**src/rtl/chrono48_stop_ctrl.sv**
```systemverilog
// chrono48_stop_ctrl: UART command/readout, 4x12-bit stop capture, PWM DAC.
// Define STOP_SYNC_EN for a 2-flop synchronizer on each stop input.
module chrono48_stop_ctrl #(
  parameter int CLKS_PER_BIT = 2604,
  parameter int CNT_W = 12,
  parameter int DAC_W = 8
) (
  input  logic       clk,
  input  logic       rst_n,
  input  logic [2:0] dev_addr,
  input  logic       rx_uc,
  output logic       tx_uc,
  input  logic       start_clk_sync,
  input  logic [3:0] stop_pulses,
  input  logic       teststop,
  output logic       cmd_reset,
  output logic       cmd_rst_dac,
  output logic       cmd_inc_dac,
  output logic       cmd_rst_test,
  output logic       cmd_dev_sel,
  output logic       DACout
);

  localparam int CW = $clog2(CLKS_PER_BIT + 1);
  localparam logic [CW-1:0] BIT_END = CW'(CLKS_PER_BIT - 1);
  localparam logic [CW-1:0] HALF_END = CW'(CLKS_PER_BIT / 2 - 1);
  localparam logic [CNT_W-1:0] CNT_MAX = '1;
  localparam logic [DAC_W-1:0] LVL_MAX = '1;

  typedef enum logic [1:0] {
    RX_IDLE, RX_START, RX_DATA, RX_STOP
  } rx_state_t;

  typedef enum logic [1:0] {
    TX_IDLE, TX_START, TX_DATA, TX_STOP
  } tx_state_t;

  rx_state_t rx_state, rx_state_n;
  logic [CW-1:0] rx_cnt, rx_cnt_n;
  logic [2:0] rx_bit, rx_bit_n;
  logic [7:0] rx_sh, rx_sh_n;
  logic rx_valid, rx_valid_n;
  logic rx_s1, rx_s2, rx_d, rx_fall;

  tx_state_t tx_state, tx_state_n;
  logic [CW-1:0] tx_cnt, tx_cnt_n;
  logic [2:0] tx_bit, tx_bit_n;
  logic [7:0] tx_sh, tx_sh_n;
  logic tx_req;
  logic [7:0] tx_data, rd_byte;

  logic d_reset, d_rst_dac, d_inc, d_test;
  logic d_start, d_sel, d_read;

  logic start_q, start_evt, clr;
  logic [CNT_W-1:0] coarse;
  logic [3:0][CNT_W-1:0] cap;
  logic [4*CNT_W-1:0] res;
  logic [3:0] armed, stop_raw, stop_edge;

  logic [DAC_W-1:0] dac_lvl, pwm_cnt;

  // two-flop RX synchronizer plus one delay for edge detect
  always_ff @(posedge clk or negedge rst_n) begin
    if (!rst_n) begin
      rx_s1 <= 1'b1;
      rx_s2 <= 1'b1;
      rx_d  <= 1'b1;
    end else begin
      rx_s1 <= rx_uc;
      rx_s2 <= rx_s1;
      rx_d  <= rx_s2;
    end
  end

  assign rx_fall = rx_d & ~rx_s2;

  // RX FSM state register
  always_ff @(posedge clk or negedge rst_n) begin
    if (!rst_n) begin
      rx_state <= RX_IDLE;
      rx_cnt   <= '0;
      rx_bit   <= '0;
      rx_sh    <= '0;
      rx_valid <= 1'b0;
    end else begin
      rx_state <= rx_state_n;
      rx_cnt   <= rx_cnt_n;
      rx_bit   <= rx_bit_n;
      rx_sh    <= rx_sh_n;
      rx_valid <= rx_valid_n;
    end
  end

  // RX FSM: half-bit start recheck, centre sampling
  always_comb begin
    rx_state_n = rx_state;
    rx_cnt_n   = rx_cnt;
    rx_bit_n   = rx_bit;
    rx_sh_n    = rx_sh;
    rx_valid_n = 1'b0;
    unique case (rx_state)
      RX_IDLE: begin
        if (rx_fall) begin
          rx_state_n = RX_START;
          rx_cnt_n   = '0;
        end
      end
      RX_START: begin
        if (rx_cnt == HALF_END) begin
          rx_cnt_n = '0;
          rx_bit_n = '0;
          rx_state_n = rx_s2 ? RX_IDLE : RX_DATA;
        end else begin
          rx_cnt_n = rx_cnt + CW'(1);
        end
      end
      RX_DATA: begin
        if (rx_cnt == BIT_END) begin
          rx_cnt_n = '0;
          rx_sh_n  = {rx_s2, rx_sh[7:1]};
          if (rx_bit == 3'd7) rx_state_n = RX_STOP;
          else rx_bit_n = rx_bit + 3'd1;
        end else begin
          rx_cnt_n = rx_cnt + CW'(1);
        end
      end
      RX_STOP: begin
        if (rx_cnt == BIT_END) begin
          rx_state_n = RX_IDLE;
          rx_valid_n = rx_s2;
        end else begin
          rx_cnt_n = rx_cnt + CW'(1);
        end
      end
      default: rx_state_n = RX_IDLE;
    endcase
  end

  // command classification of the received byte
  always_comb begin
    d_reset   = 1'b0;
    d_rst_dac = 1'b0;
    d_inc     = 1'b0;
    d_test    = 1'b0;
    d_start   = 1'b0;
    d_sel     = 1'b0;
    d_read    = 1'b0;
    unique case (1'b1)
      (rx_sh == 8'h41): d_reset = 1'b1;
      (rx_sh == 8'h42): d_rst_dac = 1'b1;
      (rx_sh == 8'h43): d_inc = 1'b1;
      (rx_sh == 8'h45): d_test = 1'b1;
      (rx_sh == 8'h46): d_start = 1'b1;
      (rx_sh[7:3] == 5'b11000): d_sel = 1'b1;
      (rx_sh[7:3] == 5'b10000 && rx_sh[2:0] < 3'd6):
        d_read = 1'b1;
      default: ;
    endcase
  end

  assign res = cap;

  // readout byte mux over the 48-bit result
  always_comb begin
    rd_byte = '0;
    case (rx_sh[2:0])
      3'd0: rd_byte = res[7:0];
      3'd1: rd_byte = res[15:8];
      3'd2: rd_byte = res[23:16];
      3'd3: rd_byte = res[31:24];
      3'd4: rd_byte = res[39:32];
      3'd5: rd_byte = res[47:40];
      default: rd_byte = '0;
    endcase
  end

  // registered decode: strobes, select, DAC level, TX request
  always_ff @(posedge clk or negedge rst_n) begin
    if (!rst_n) begin
      cmd_reset    <= 1'b0;
      cmd_rst_dac  <= 1'b0;
      cmd_inc_dac  <= 1'b0;
      cmd_rst_test <= 1'b0;
      cmd_dev_sel  <= 1'b0;
      tx_req       <= 1'b0;
      tx_data      <= '0;
      dac_lvl      <= '0;
    end else begin
      cmd_reset    <= rx_valid & d_reset;
      cmd_rst_dac  <= rx_valid & d_rst_dac;
      cmd_inc_dac  <= rx_valid & d_inc;
      cmd_rst_test <= rx_valid & d_test;
      tx_req       <= rx_valid & d_read & cmd_dev_sel;
      tx_data      <= rd_byte;
      if (rx_valid & d_reset) cmd_dev_sel <= 1'b0;
      else if (rx_valid & d_sel)
        cmd_dev_sel <= (rx_sh[2:0] == dev_addr);
      if (rx_valid & d_rst_dac) dac_lvl <= '0;
      else if (rx_valid & d_inc && dac_lvl != LVL_MAX)
        dac_lvl <= dac_lvl + DAC_W'(1);
    end
  end

  // start edge detect
  always_ff @(posedge clk or negedge rst_n) begin
    if (!rst_n) start_q <= 1'b0;
    else start_q <= start_clk_sync;
  end

  assign start_evt = (start_clk_sync & ~start_q) | (rx_valid & d_start);
  assign clr = rx_valid & d_reset;
  assign stop_raw = stop_pulses | {4{teststop}};

`ifdef STOP_SYNC_EN
  logic [3:0] stop_s1, stop_s2, stop_d;

  // two-flop stop synchronizer plus edge delay
  always_ff @(posedge clk or negedge rst_n) begin
    if (!rst_n) begin
      stop_s1 <= '0;
      stop_s2 <= '0;
      stop_d  <= '0;
    end else begin
      stop_s1 <= stop_raw;
      stop_s2 <= stop_s1;
      stop_d  <= stop_s2;
    end
  end

  assign stop_edge = stop_s2 & ~stop_d;
`else
  logic [3:0] stop_s, stop_d;

  // single stop register plus edge delay
  always_ff @(posedge clk or negedge rst_n) begin
    if (!rst_n) begin
      stop_s <= '0;
      stop_d <= '0;
    end else begin
      stop_s <= stop_raw;
      stop_d <= stop_s;
    end
  end

  assign stop_edge = stop_s & ~stop_d;
`endif

  // saturating coarse counter restarted by start events
  always_ff @(posedge clk or negedge rst_n) begin
    if (!rst_n) coarse <= '0;
    else if (start_evt) coarse <= '0;
    else if (coarse != CNT_MAX) coarse <= coarse + CNT_W'(1);
  end

  // captures track the counter while armed, freeze on stop
  always_ff @(posedge clk or negedge rst_n) begin
    if (!rst_n) begin
      cap   <= '0;
      armed <= '0;
    end else begin
      for (int i = 0; i < 4; i++) begin
        if (start_evt) begin
          cap[i]   <= '0;
          armed[i] <= 1'b1;
        end else if (clr) begin
          cap[i]   <= '0;
          armed[i] <= 1'b0;
        end else if (armed[i]) begin
          cap[i] <= coarse;
          if (stop_edge[i]) armed[i] <= 1'b0;
        end
      end
    end
  end

  // TX FSM state register
  always_ff @(posedge clk or negedge rst_n) begin
    if (!rst_n) begin
      tx_state <= TX_IDLE;
      tx_cnt   <= '0;
      tx_bit   <= '0;
      tx_sh    <= '0;
    end else begin
      tx_state <= tx_state_n;
      tx_cnt   <= tx_cnt_n;
      tx_bit   <= tx_bit_n;
      tx_sh    <= tx_sh_n;
    end
  end

  // TX FSM: accepts requests only when idle
  always_comb begin
    tx_state_n = tx_state;
    tx_cnt_n   = tx_cnt;
    tx_bit_n   = tx_bit;
    tx_sh_n    = tx_sh;
    tx_uc      = 1'b1;
    unique case (tx_state)
      TX_IDLE: begin
        if (tx_req) begin
          tx_state_n = TX_START;
          tx_cnt_n   = '0;
          tx_sh_n    = tx_data;
        end
      end
      TX_START: begin
        tx_uc = 1'b0;
        if (tx_cnt == BIT_END) begin
          tx_state_n = TX_DATA;
          tx_cnt_n   = '0;
          tx_bit_n   = '0;
        end else begin
          tx_cnt_n = tx_cnt + CW'(1);
        end
      end
      TX_DATA: begin
        tx_uc = tx_sh[0];
        if (tx_cnt == BIT_END) begin
          tx_cnt_n = '0;
          tx_sh_n  = {1'b0, tx_sh[7:1]};
          if (tx_bit == 3'd7) tx_state_n = TX_STOP;
          else tx_bit_n = tx_bit + 3'd1;
        end else begin
          tx_cnt_n = tx_cnt + CW'(1);
        end
      end
      TX_STOP: begin
        if (tx_cnt == BIT_END) tx_state_n = TX_IDLE;
        else tx_cnt_n = tx_cnt + CW'(1);
      end
      default: tx_state_n = TX_IDLE;
    endcase
  end

  // free-running PWM with registered compare
  always_ff @(posedge clk or negedge rst_n) begin
    if (!rst_n) begin
      pwm_cnt <= '0;
      DACout  <= 1'b0;
    end else begin
      pwm_cnt <= pwm_cnt + DAC_W'(1);
      DACout  <= (pwm_cnt < dac_lvl);
    end
  end

endmodule

```
**config.mk**
```make
export PLATFORM = sky130hd
export DESIGN_NAME = chrono48_stop_ctrl
export DESIGN_NICKNAME = d
export VERILOG_FILES = /design/src/rtl/chrono48_stop_ctrl.sv
export SDC_FILE = /design/constraint.sdc
export NUM_CORES = 1
export LEC_CHECK = 0
export CORE_MARGIN = 2
export CORE_UTILIZATION = 56
export DETAILED_ROUTE_END_ITERATION = 10
export GPL_TIMING_DRIVEN = 0
export PLACE_DENSITY_LB_ADDON = 0.05
export SYNTH_ARGS = -nofsm -noshare
export SYNTH_HDL_FRONTEND = slang
export SYNTH_SLANG_ARGS = --single-unit
```
**constraint.sdc**
```tcl
create_clock -name clk -period 2 [get_ports clk]
set_input_delay 0.3 -clock clk [delete_from_list [all_inputs] [get_ports clk]]
set_output_delay 0.3 -clock clk [all_outputs]
set_load 0.1 [all_outputs]
```
==> results list, run 1 <==
* Run status: finished, violations left
- Violated checks: negative setup slack
- The most used flip-flop cell after synthesis is sky130_fd_sc_hd__dfrtp_1.
- Hold Path Origin: rx_uc
* Worst hold stages: 1
- The net count of the finished layout is 802.
* Diode insertion count for antenna repair: 0
* Growth of design area from synthesis to finish: 18.41%
- Setup-failing EPs final: 2
* Share of Yosys cell area claimed by the top area cell type: 0.5100
* Placed insts: 912
- Weighted congestion at the end of routability-driven global placement: 0.8578
- Slew at the pin closest to its max-slew limit: 954.2 ps
- Dividing the detail-routed via count by the number of cells gives 5.702.
- The critical path is of the flop to output pin type.
- In this run the remaining antenna-violating nets after routing total 0.
- Sequential fraction of design power: 0.473
- Worst skew pair latency: 430 ps
* CP startpoint kind: flop
- Mean Syn Cell Area: 10.61 µm²
* Peak supply drop: 0.0007873 V
- Number of library cell types mapped by synthesis: 62
- In this run the critical register-to-register path is launched from tx_cnt[1]$_DFFE_PN0P_.
- The floorplan has 42 rows.
- Element type at the critical path end: output pin
* Worst stage delay on the critical path: 380 ps
- For the worst setup path, the data required time is 1700 ps.
* Half-perimeter wire length after placement: 10,940 µm
- For this run, design rule violations remaining after detail routing come to 0.
* Routed len/inst: 17.26 µm
- Worst-path clk slew: 70 ps
- Root cell of the clock tree: sky130_fd_sc_hd__clkbuf_16
- Floorplan die area: 14,530 µm²
* Static leakage: 0.004191 µW
* Internal Power: 5708 µW
- The Yosys step of the flow raised 0 warnings.
- The routed design has 16,520 µm of wire.
* CP Buf/Inv Count: 4
* Cts bufs inserted: 17
- Biggest area consumer among synthesized cells: sky130_fd_sc_hd__dfrtp_1
- Floorplan core area: 13,240 µm²
- The detailed router placed 5,457 vias in this run.
* Clock Tree Buf Depth: 2
* Clock network power share: 0.421
- The initial antenna violation count is 0.
- Fraction of power spent switching nets: 0.2708
* Netlist area before placement: 7605 µm²
* Post-route standard cell area excluding fillers: 9005 µm²
- Yosys instantiated no cell more often than sky130_fd_sc_hd__dfrtp_1.
* Async set or reset register ratio after synthesis: 1.000
- Of the cells placed in the final design, the portion with a size suffix greater than 1 is 0.1754.
- The path class of the tightest hold or removal check is input pin to flop.
* Max-slew violation count: 0
- The number of cells on the worst reg-to-reg path is 7.
- Critical path's top delay family: buffers and inverters
* Data arrival time of the critical path: 1790 ps
* H-Tree Depth: 4
- For this run, the share of the core covered by cells in the final layout is 0.6800.
* Worst-case headroom to the max-slew limit: 0.3664
- Cell with the largest stage delay on the worst path: sky130_fd_sc_hd__dfrtp_1
- Total nets after synthesis: 751
- The die is 120.5 µm tall.
- Entering global routing, the biggest net connects 96 pins.
- Top area cells in the synthesized netlist: sky130_fd_sc_hd__dfrtp_1, sky130_fd_sc_hd__mux2i_1, sky130_fd_sc_hd__nor2_1
- Total I/O pin count: 19
* Max Cap Violations: 0
* Gate Count Post-Synth: 717
- Setup repair after global routing could not meet its margin everywhere.
- The detailed router finished its first iteration with 380 violations.
- Chip Width: 120.5 µm
- FILL cells: 1,014
* Starting utilization of the core area: 0.5743
- The share of the Yosys chip area taken by registers is 0.5204.
- The count of buffers added on input and output ports is 18.
- Power per unit of standard cell area: 869.2 nW/µm²
- Timing would allow up to 479.2 MHz.
- CTS tree: yes
- Global route total overflow: 0
- The first global-routing pass estimated 27,000 µm of wire.
* Share of power burned in combinational logic: 0.106
- For this run, the total global-route usage over all layers was measured as 0.2387.
- Number of global-route vias before repair: 5,506
* Shortest period the worst path allows: 2087 ps
* Worst clock skew: 7.492 ps
- In the post-route analysis, the smallest setup slack over all paths is -86.70 ps.
* Sink count of the clock tree: 158
* Critical-path maximum fanout: 10
- Flip-flop and latch count after synthesis: 158
- Length of the first detailed-routing pass in iterations: 5
* Count of endpoints failing hold in the final timing report: 0
* Critical Path, Cell by Cell: inv_2 -> ha_2 -> buf_8 -> inv_4 -> mux2i_4 -> buf_12
- Top cells by count, synth: sky130_fd_sc_hd__dfrtp_1, sky130_fd_sc_hd__nor2_1, sky130_fd_sc_hd__mux2i_1
- Excluding fillers, the count of instances in the completed layout stands at 957.
- Counting buffers and inverters, the worst setup path is 6 cells deep.
* Crit path launch: tx_state[0]$_DFFE_PN0P_
- Summing all placed instances gives a cell area of 8066 µm².
* Net Sw Power: 2119 µW
* Final worst path period share: 1.043
* Setup TNS after final layout: -108.1 ps
- The synthesized design contains 0 enable-type register cells.
==> area by class of cell <==
type                    instances  area, µm²  share of cell area
flip-flops and latches        158       3959              0.4396
multi-input cells             492       3583              0.3979
clock buffers                  17      425.4             0.04724
repair buffers                 38      365.4             0.04057
well taps                     176      220.2             0.02445
clock inverters                15      177.7             0.01973
plain buffers                  29      148.9             0.01653
inverters                      32      125.1             0.01389
==> path summary, 6_finish.rpt <==
check / slack, ps / endpoint
max in group asynchronous: 670 / cap[15]$_DFFE_PN0P_
setup reg to reg: -20 / tx_cnt[5]$_DFFE_PN0P_
hold reg to reg: 360 / rx_s2$_DFF_PN1_
min in group asynchronous: 490 / rx_bit[0]$_DFFE_PN0P_
hold / removal: 270 / rx_s1$_DFF_PN1_
setup / recovery: -90 / tx_uc
==> placed cells by master (no fill, tap or decap), types with 3 or more instances in the layout <==
master / instances
sky130_fd_sc_hd__a211oi_1: 4
sky130_fd_sc_hd__a21oi_1: 18
sky130_fd_sc_hd__a22oi_1: 6
sky130_fd_sc_hd__a31oi_1: 8
sky130_fd_sc_hd__and3_1: 5
sky130_fd_sc_hd__buf_2: 3
sky130_fd_sc_hd__buf_4: 18
sky130_fd_sc_hd__buf_6: 4
sky130_fd_sc_hd__clkbuf_1: 14
sky130_fd_sc_hd__clkbuf_16: 17
sky130_fd_sc_hd__clkbuf_2: 5
sky130_fd_sc_hd__clkdlybuf4s50_1: 10
sky130_fd_sc_hd__clkinv_4: 6
sky130_fd_sc_hd__dfrtp_1: 154
sky130_fd_sc_hd__dfstp_2: 3
sky130_fd_sc_hd__dlygate4sd2_1: 5
sky130_fd_sc_hd__ha_1: 17
sky130_fd_sc_hd__ha_4: 3
sky130_fd_sc_hd__inv_1: 29
sky130_fd_sc_hd__inv_6: 4
sky130_fd_sc_hd__mux2_2: 21
sky130_fd_sc_hd__mux2i_1: 67
sky130_fd_sc_hd__mux4_2: 3
sky130_fd_sc_hd__nand2_1: 40
sky130_fd_sc_hd__nand2b_1: 3
sky130_fd_sc_hd__nand3_1: 27
sky130_fd_sc_hd__nand4_1: 7
sky130_fd_sc_hd__nor2_1: 95
sky130_fd_sc_hd__nor2b_1: 6
sky130_fd_sc_hd__nor3_1: 16
sky130_fd_sc_hd__o21a_1: 5
sky130_fd_sc_hd__o21ai_0: 36
sky130_fd_sc_hd__o21bai_1: 3
sky130_fd_sc_hd__o22ai_1: 6
sky130_fd_sc_hd__or2_2: 7
sky130_fd_sc_hd__xnor2_1: 15
sky130_fd_sc_hd__xor2_1: 12
==> flip-flops by register name, indices dropped and copies added (netlist names), 2 cells and up, named ones only <==
name	cells
rx_bit	3
rx_cnt	12
tx_cnt	12
pwm_cnt	8
tx_bit	3
stop_s	4
tx_state	2
armed	4
tx_data	8
stop_d	4
coarse	12
rx_sh	8
tx_sh	8
dac_lvl	8
cap	48
==> cells by family after synthesis <==
logic type / count (synthesis) / synth area share
XOR/XNOR: 27 / 0.03110
adder cells (fa/ha/maj): 22 / 0.03620
AO/OA/AOI/OAI: 111 / 0.09263
flip-flops: 158 / 0.5204
AND/OR/NAND/NOR: 240 / 0.1553
buffers and inverters: 67 / 0.03488
multiplexers: 92 / 0.1295
==> timing repair <==
action                                  CTS  global route
endpoints found under the setup margin   97            84
hold buffers                              1             0
gates resized for setup                  39            28
buffers inserted                         11             7
pin swaps                                 4             5
hold endpoints to repair                 12             0
==> worst register-to-register path, cell delays in order (launching register included) <==
cell                      delay (ps)
sky130_fd_sc_hd__dfrtp_1         390
sky130_fd_sc_hd__ha_2            210
sky130_fd_sc_hd__and4b_4         220
sky130_fd_sc_hd__a41o_1          280
sky130_fd_sc_hd__or2_1           250
sky130_fd_sc_hd__buf_6           130
sky130_fd_sc_hd__or4_4           420
sky130_fd_sc_hd__nand2_2          70
==> power groups by stage <==
stage / Combinational (µW) / Sequential (µW) / Clock, µW
finish: 833 / 3700 / 3290
CTS: 824 / 3650 / 3330
floorplan: 579 / 3640 / 0
detailed placement: 821 / 3710 / 0
global route: 929 / 3740 / 3470
global placement: 786 / 3700 / 0
==> routing by layer <==
metal | vias up | share of wire | wire length (µm) | global-route usage
li1 | 2608 | - | - | -
met1 | 2706 | 0.43 | 7084 | 0.2944
met2 | 114 | 0.52 | 8526 | 0.4138
met3 | 29 | 0.036 | 591 | 0.04953
met4 | 0 | 0.019 | 312 | 0.08866
met5 | - | 0 | 0 | 0
==> per-stage QoR <==
step | power (µW) | setup slack [ps] | hold slack (ps)
after floorplan | 4219 | -10.17 | 4.409
after global routing | 8135 | -148.5 | 265.3
final | 7827 | -86.70 | 274.0
after detailed placement | 4528 | -764.5 | 347.8
after CTS | 7808 | -107.5 | 267.1
after global placement | 4484 | -5614 | 347.7
Note: power is estimated with default switching activity, not from simulation.
==> run 2: changes to the inputs <==
--- a/config.mk
+++ b/config.mk
@@ -6,8 +6,9 @@
 export NUM_CORES = 1
 export LEC_CHECK = 0
 export CORE_MARGIN = 2
-export CORE_UTILIZATION = 56
+export CORE_UTILIZATION = 57
 export DETAILED_ROUTE_END_ITERATION = 10
+export DONT_BUFFER_PORTS = 1
 export GPL_TIMING_DRIVEN = 0
 export PLACE_DENSITY_LB_ADDON = 0.05
 export SYNTH_ARGS = -nofsm -noshare
==> run 2 against run 1 <==
  * The flow finishes with violations (negative hold slack, negative setup slack)
  * Clock skew rose by 0.56 ps
  * Combinational power fell by 7.4%
  * Die area fell by 1.7%
  * Worst setup slack got worse by 9.3 ps
  * Register-to-register slack got worse by 50 ps
==> results list, run 2 (synthesis gave the netlist of run 1 again) <==
- The clock slew seen by the registers of the worst setup and hold paths came to 60 ps (about the same).
- Category of the critical setup timing path: flop to output pin
- Number of global-route vias before repair: 5,589 (+1.5%)
- PnR worst setup slack: -95.99 ps (-9.283 ps)
* Weighted congestion at the end of routability-driven global placement: 0.8292 (-3.3%)
- Commonest cells after routing, fill and taps aside: sky130_fd_sc_hd__dfrtp_1, sky130_fd_sc_hd__nor2_1, sky130_fd_sc_hd__mux2i_1, sky130_fd_sc_hd__nand2_1, sky130_fd_sc_hd__o21ai_0
* Initial antenna violation count: 0 (unchanged)
- DRC violation count after routing: 0 (unchanged)
* Floorplan core area: 13,140 µm² (-0.79%)
- Pin count of the biggest net entering global routing: 159 (+66%)
* Shortest period the worst path allows: 2096 ps (+9.283 ps)
- # nets final: 793 (-1.1%)
* Max-slew violation count: 0 (unchanged)
- Maximum operating frequency: 477.1 MHz (-0.44%)
- The clock insertion delay at the later pin of the skew report was 420 ps (about the same).
- Final worst path period share: 1.048 (+0.004642)
- The critical path goes through buf_6 -> inv_6 -> ha_4 -> mux2i_4.
- The area of the die came to 14,280 µm² (-1.7%).
- Growth of design area from synthesis to finish: 17.41%
- STA classifies the critical path endpoint as an output pin.
* CP Buf/Inv Count: 2 (-2)
* Core utilization of the finished layout: 0.6796 (about the same)
* Routed via count divided by cell count: 5.786 (+1.5%)
- The number of maximum-capacitance violations was 0 (unchanged).
* Length of the first detailed-routing pass in iterations: 5 (unchanged)
- CP startpoint kind: flop
- The largest clock skew in the final design is 8.048 ps (+0.5564 ps).
- Largest register by flop count: cap
* Half-perimeter wire length after placement: 10,820 µm (-1.1%)
* Root cell of the clock tree: sky130_fd_sc_hd__clkbuf_16
- Hold_ws: -429.1 ps (-703.1 ps)
- The leakage power is 0.004149 µW (-1.0%).
- The deepest level of the CTS H-tree was 4 (unchanged).
- The slowest stage of the critical path belongs to the cell sky130_fd_sc_hd__mux2i_4.
- The global routing usage summed across all routing layers came to 0.2469 (+0.008207).
- Run status: finished, violations left
- The wire length of the first global-routing pass came to 27,480 µm (+1.8%).
* Input/output buffers: 0 (-18)
- The total I/O pin count is 19 (unchanged).
- The max-slew headroom at the worst pin was 0.3808 (+0.01436).
- Data arrival time of the critical path: 1800 ps (about the same)
- The worst path required time was 1700 ps (about the same).
* Area of placed instances: 7858 µm² (-2.6%)
- The total overflow reported by the global router was 0 (unchanged).
* Slew at the pin closest to its max-slew limit: 929.5 ps (-24.70 ps)
* Setup repair after global routing missed its margin: yes
- Power per unit of standard cell area: 878.5 nW/µm² (+1.1%)
- Critical-path maximum fanout: 3 (-7)
- Number of DRC markers after the initial detailed-route iteration: 574 (+51%)
* Diode insertion count for antenna repair: 0 (unchanged)
- The per-cell routed wire length is 17.57 µm (+1.8%).
* Count of endpoints failing hold in the final timing report: 158 (+158)
* Starting utilization of the core area: 0.5789 (+0.004594)
- Critical path's top delay family: multiplexers
* Hold crit path type: input pin to asynchronous set/reset pin
- Post-route standard cell area excluding fillers: 8929 µm² (-0.85%)
- Sink count of the clock tree: 158 (unchanged)
* Most common cell after layout, fill and taps aside: sky130_fd_sc_hd__dfrtp_1
- The final routed wirelength across all metal layers came to 16,660 µm (+0.88%).
- CTS tree: yes
- Chip Width: 119.5 µm (-0.85%)
- Count of vias placed by the detailed router: 5,485 (+0.51%)
- The maximum ir drop on the vdd rail is 0.0008840 V (+12%).
- Worst stage delay on the critical path: 620 ps (+240 ps)
- The clock buffer count from CTS was 17 (unchanged).
* Final ANT Viol Nets: 0 (unchanged)
- Ratio of cells with drive above 1 in the final layout: 0.1749 (-0.0005457)
- The number of hold buffers added after CTS is 10 (+9).
- Violated checks: negative hold slack, negative setup slack
* Die Y-Extent: 119.5 µm (-0.85%)
* Core Rows: 42 (unchanged)
- The final setup violation count was 2 (unchanged).
* Largest register FFs: 48 (unchanged)
- The maximum root-to-sink buffer count was 2 (unchanged).
[run 2: path summary, 6_finish.rpt]
check | endpoint | cells after the start | slack [ps] | start
worst max-delay path | tx_uc | 4 | -100 | tx_state[1]$_DFFE_PN0P_
worst min-delay path | rx_cnt[5]$_DFFE_PN0P_ | 0 | -430 | rst_n
worst max register to register | tx_cnt[5]$_DFFE_PN0P_ | 9 | -70 | tx_state[1]$_DFFE_PN0P_
worst min register to register | rx_s2$_DFF_PN1_ | 0 | 360 | rx_s1$_DFF_PN1_
max in group asynchronous | cap[17]$_DFFE_PN0P_ | 0 | 2200 | rst_n
min in group clk | cmd_dev_sel$_DFFE_PN0P_ | 4 | 240 | dev_addr[0]
[run 2: power breakdown]
| group | switching (µW) | internal [µW] |
|---|---|---|
| clock network | 1340 | 2020 |
| registers | 267 | 3440 |
| logic | 386 | 385 |
[run 2: metal layers]
metal | GRT usage | up-vias | share of wire | wire length [µm]
li1 | - | 2611 | - | -
met1 | 0.3109 | 2689 | 0.43 | 7100
met2 | 0.4168 | 148 | 0.51 | 8499
met3 | 0.05228 | 37 | 0.039 | 645
met4 | 0.1015 | 0 | 0.025 | 414
met5 | 0 | - | 0 | 0
[run 2: final cells by class]
| class | instances | area (µm²) |
|---|---|---|
| Buffer | 30 | 143.9 |
| Clock buffer | 18 | 439.2 |
| Clock inverter | 14 | 177.7 |
| Fill cell | 986 | 4209 |
| Inverter | 32 | 130.1 |
| Multi-Input combinational cell | 492 | 3607 |
| Sequential cell | 158 | 3960 |
| Tap cell | 176 | 220.2 |
| Timing Repair Buffer | 28 | 250.2 |
[run 2: stage by stage]
step	hold WS (ps)	instances	power [µW]	TNS, ps	setup slack (ps)
5_1_grt	-443.9	948	8139	-323.5	-149.2
6_report	-429.1	948	7844	-162.6	-95.99
4_1_cts	-445.1	946	7835	-298.3	-195.0
3_3_place_gp	8.096	893	4394	-8477	-250.5
2_1_floorplan	4.409	717	4219	-71.21	-10.17
3_5_place_dp	9.663	893	4439	-13690	-328.3
[run 2: repair_timing]
| item | in CTS | in global routing |
|---|---|---|
| setup endpoints to repair | 103 | 89 |
| resized for setup | 25 | 37 |
| pin swaps | 4 | 9 |
| endpoints found under the hold margin | 164 | 158 |
| buffers inserted | 13 | 5 |
==> run 3: changes to the inputs <==
--- a/config.mk
+++ b/config.mk
@@ -6,11 +6,12 @@
 export NUM_CORES = 1
 export LEC_CHECK = 0
 export CORE_MARGIN = 2
-export CORE_UTILIZATION = 57
+export CORE_UTILIZATION = 68
 export DETAILED_ROUTE_END_ITERATION = 10
 export DONT_BUFFER_PORTS = 1
 export GPL_TIMING_DRIVEN = 0
 export PLACE_DENSITY_LB_ADDON = 0.05
+export RECOVER_POWER = 100
 export SYNTH_ARGS = -nofsm -noshare
 export SYNTH_HDL_FRONTEND = slang
 export SYNTH_SLANG_ARGS = --single-unit
==> constraint.sdc (replaced) <==
create_clock -name clk -period 2.5 [get_ports clk]
set_input_delay 0.375 -clock clk [delete_from_list [all_inputs] [get_ports clk]]
set_output_delay 0.375 -clock clk [all_outputs]
set_load 0.1 [all_outputs]
==> run 3 against run 2 <==
  * The flow finishes with violations (negative hold slack)
  * Combinational power down 21%
  * Final cell count down 5.3%
  * Sequential share of layout area up 2.1 points
  * Count of clock-buffer cells in the layout up 6
  * Clock power down 23%
  * Utilization up 10 points
  * Critical endpoint unchanged
  * Flip-flop and latch count unchanged
  * Design area down 4.5%
  * First-iteration DRC count up 23%
  * Largest power group unchanged
  * Via count up 1.6%
==> results list, run 3 (synthesis gave the netlist of run 1 again) <==
- Run status: finished, violations left
- Violated checks: negative hold slack
- Post-route standard cell area excluding fillers: 8526 µm² (-4.5%)
- Sequential standard cell area: 3959 µm² (about the same)
* Final ANT Viol Nets: 0 (unchanged)
- The starting density of the core is 0.6985 (+0.1196).
- STA classifies the critical path startpoint as a flop.
- The smallest clock period supported by the final layout is computed as 2442 ps.
- Initial antenna violation count: 0 (unchanged)
- Worst skew pair latency: 550 ps (+130 ps)
- The library cell used most frequently in the layout, excluding fill and tap cells, is sky130_fd_sc_hd__dfrtp_1.
- The hold slack came to -477.3 ps (-48.27 ps).
- Total I/O pin count: 19 (unchanged)
- The register-to-register setup slack came to 90 ps (+160 ps).
- Required time at the worst-slack endpoint: 2120 ps (+420 ps)
- The total placed cells including tap cells was 857 (-4.0%).
- Clock Tree Buf Depth: 2 (unchanged)
- Setup TNS after final layout: 0 ps (+162.6 ps)
- Floorplan die area: 12,050 µm² (-16%)
- Die Y-Extent: 109.8 µm (-8.2%)
- Worst-case headroom to the max-slew limit: 0.3886 (+0.007822)
- In this run the worst hold path is classified as input pin to asynchronous set/reset pin.
* Number of hold buffers added after cts: 10 (unchanged)
* Diode insertion count for antenna repair: 0 (unchanged)
* Peak supply drop: 0.0006560 V (-26%)
- Core utilization of the finished layout: 0.7830 (+0.1034)
- Final worst path period share: 0.9768
- Core Rows: 38 (-9.5%)
* FILL cells: 697 (-29%)
- The number of DRC markers in iteration 0 is 705 (+23%).
* Element type at the critical path end: output pin
* DRC violation count after routing: 0 (unchanged)
- Category of the critical setup timing path: flop to output pin
* Cts bufs inserted: 17 (unchanged)
* Worst-path clk slew: 60 ps (about the same)
* Length of the first detailed-routing pass in iterations: 6 (+1)
* Routed len/inst: 18.58 µm (+5.7%)
- The area used by multi-input combinational logic was 3427 µm² (-5.0%).
- The number of flip-flops in the largest register is 48 (unchanged).
- The post-layout instance count excluding filler cells was 898 (-5.3%).
* Max Cap Violations: 0 (unchanged)
- The area after detailed placement was 7792 µm² (-0.83%).
* Ratio of cells with drive above 1 in the final layout: 0.1121 (-0.06273)
- The number of hold-slack violations in the final timing report came to 158 (unchanged).
- Count of vias placed by the detailed router: 5,572 (+1.6%)
- Maximum operating frequency: 409.5 MHz
* Input/output buffers: 0 (unchanged)
- The wire length of the first global-routing pass is 26,960 µm (-1.9%).
- # nets final: 781 (-1.5%)
- The arrival time at the worst endpoint came to 2070 ps (+270 ps).
- Chip Width: 109.8 µm (-8.2%)
- The global routing usage summed across all routing layers came to 0.2982 (+0.05135).
- The final estimated routing congestion in global placement came to 0.8440 (+1.8%).
- Routed via count divided by cell count: 6.205 (+7.2%)
- The power per cell area came to 719.6 nW/µm² (-18%).
- CTS tree: yes
- The final routed wirelength across all metal layers is 16,690 µm (+0.16%).
* Growth of design area from synthesis to finish: 12.11%
- Worst clock skew: 8.482 ps (+0.4339 ps)
* Number of global-route vias before repair: 5,543 (-0.82%)
* Half-perimeter wire length after placement: 10,720 µm (-0.90%)
- Pin count of the biggest net entering global routing: 159 (unchanged)
- Slew at the pin closest to its max-slew limit: 917.1 ps (-12.36 ps)
- The library cells used most frequently in the layout, excluding fill and tap cells, are sky130_fd_sc_hd__dfrtp_1, sky130_fd_sc_hd__nor2_1, sky130_fd_sc_hd__mux2i_1, sky130_fd_sc_hd__nand2_1, sky130_fd_sc_hd__o21ai_0.
- Root cell of the clock tree: sky130_fd_sc_hd__clkbuf_8
- Critical-path maximum fanout: 4 (+1)
* Setup-failing EPs final: 0 (-2)
* Largest register by flop count: cap
* H-Tree Depth: 4 (unchanged)
* Sink count of the clock tree: 158 (unchanged)
- The core box area came to 10,890 µm² (-17%).
* Static leakage: 0.003995 µW (-3.7%)
- The final number of max-transition violations was 0 (unchanged).
* Global route total overflow: 0 (unchanged)
==> run 3: what timing repair did <==
action / in CTS / in global routing
resized for setup: 3 / 5
endpoints found under the hold margin: 164 / 158
cloned: 0 / 0
buffers inserted: 1 / 2
endpoints found under the setup margin: 1 / 20
pin swaps: 1 / 1
==> run 3: worst paths after layout <==
path / startpoint / endpoint / cells past startpoint
worst min register to register: rx_s1$_DFF_PN1_ / rx_s2$_DFF_PN1_ / 0
worst max-delay path: tx_state[0]$_DFFE_PN0P_ / tx_uc / 4
worst max register to register: rx_cnt[0]$_DFFE_PN0P_ / rx_sh[7]$_DFFE_PN0P_ / 7
worst min-delay path: rst_n / rx_cnt[3]$_DFFE_PN0P_ / 0
max in group asynchronous: rst_n / rx_s1$_DFF_PN1_ / 0
min in group clk: dev_addr[2] / cmd_dev_sel$_DFFE_PN0P_ / 4
==> run 3: stage by stage <==
stage                     total power [µW]  hold slack, ps  setup WS [ps]
after floorplan                       3373           79.41          273.3
after global placement                3506           82.31          101.0
after detailed placement              3548           82.34          40.25
after CTS                             6142          -491.9          56.53
after global routing                  6355          -499.9         -34.73
final                                 6135          -477.3          58.10
==> run 3: routing by layer <==
metal | part of all wire | GRT usage | vias to the layer above
met5 | 0 | 0 | -
met4 | 0.026 | 0.1239 | 0
met3 | 0.051 | 0.07528 | 42
met2 | 0.50 | 0.5049 | 181
met1 | 0.42 | 0.3653 | 2777
li1 | - | - | 2572
==> run 3: layout make-up <==
type,count,area share
buffer,33,0.01614
clock buffer,24,0.05635
timing repair buffer,13,0.01394
multi-input combinational,492,0.4020
sequential,158,0.4643
tap,140,0.02055
clock inverter,6,0.01262
inverter,32,0.01409
==> run 3: worst max-delay path: stages (launching register included) <==
cell and delay [ps]:
sky130_fd_sc_hd__dfrtp_1 390, sky130_fd_sc_hd__inv_1 130, sky130_fd_sc_hd__ha_4 190, sky130_fd_sc_hd__inv_2 100, sky130_fd_sc_hd__mux2i_4 710
==> run 3: report_power, final <==
group	total, µW	leakage, µW	switching [µW]	internal [µW]
registers	2930	0.00210	178	2750
clock network	2600	0.000287	982	1610
logic	607	0.00161	333	274
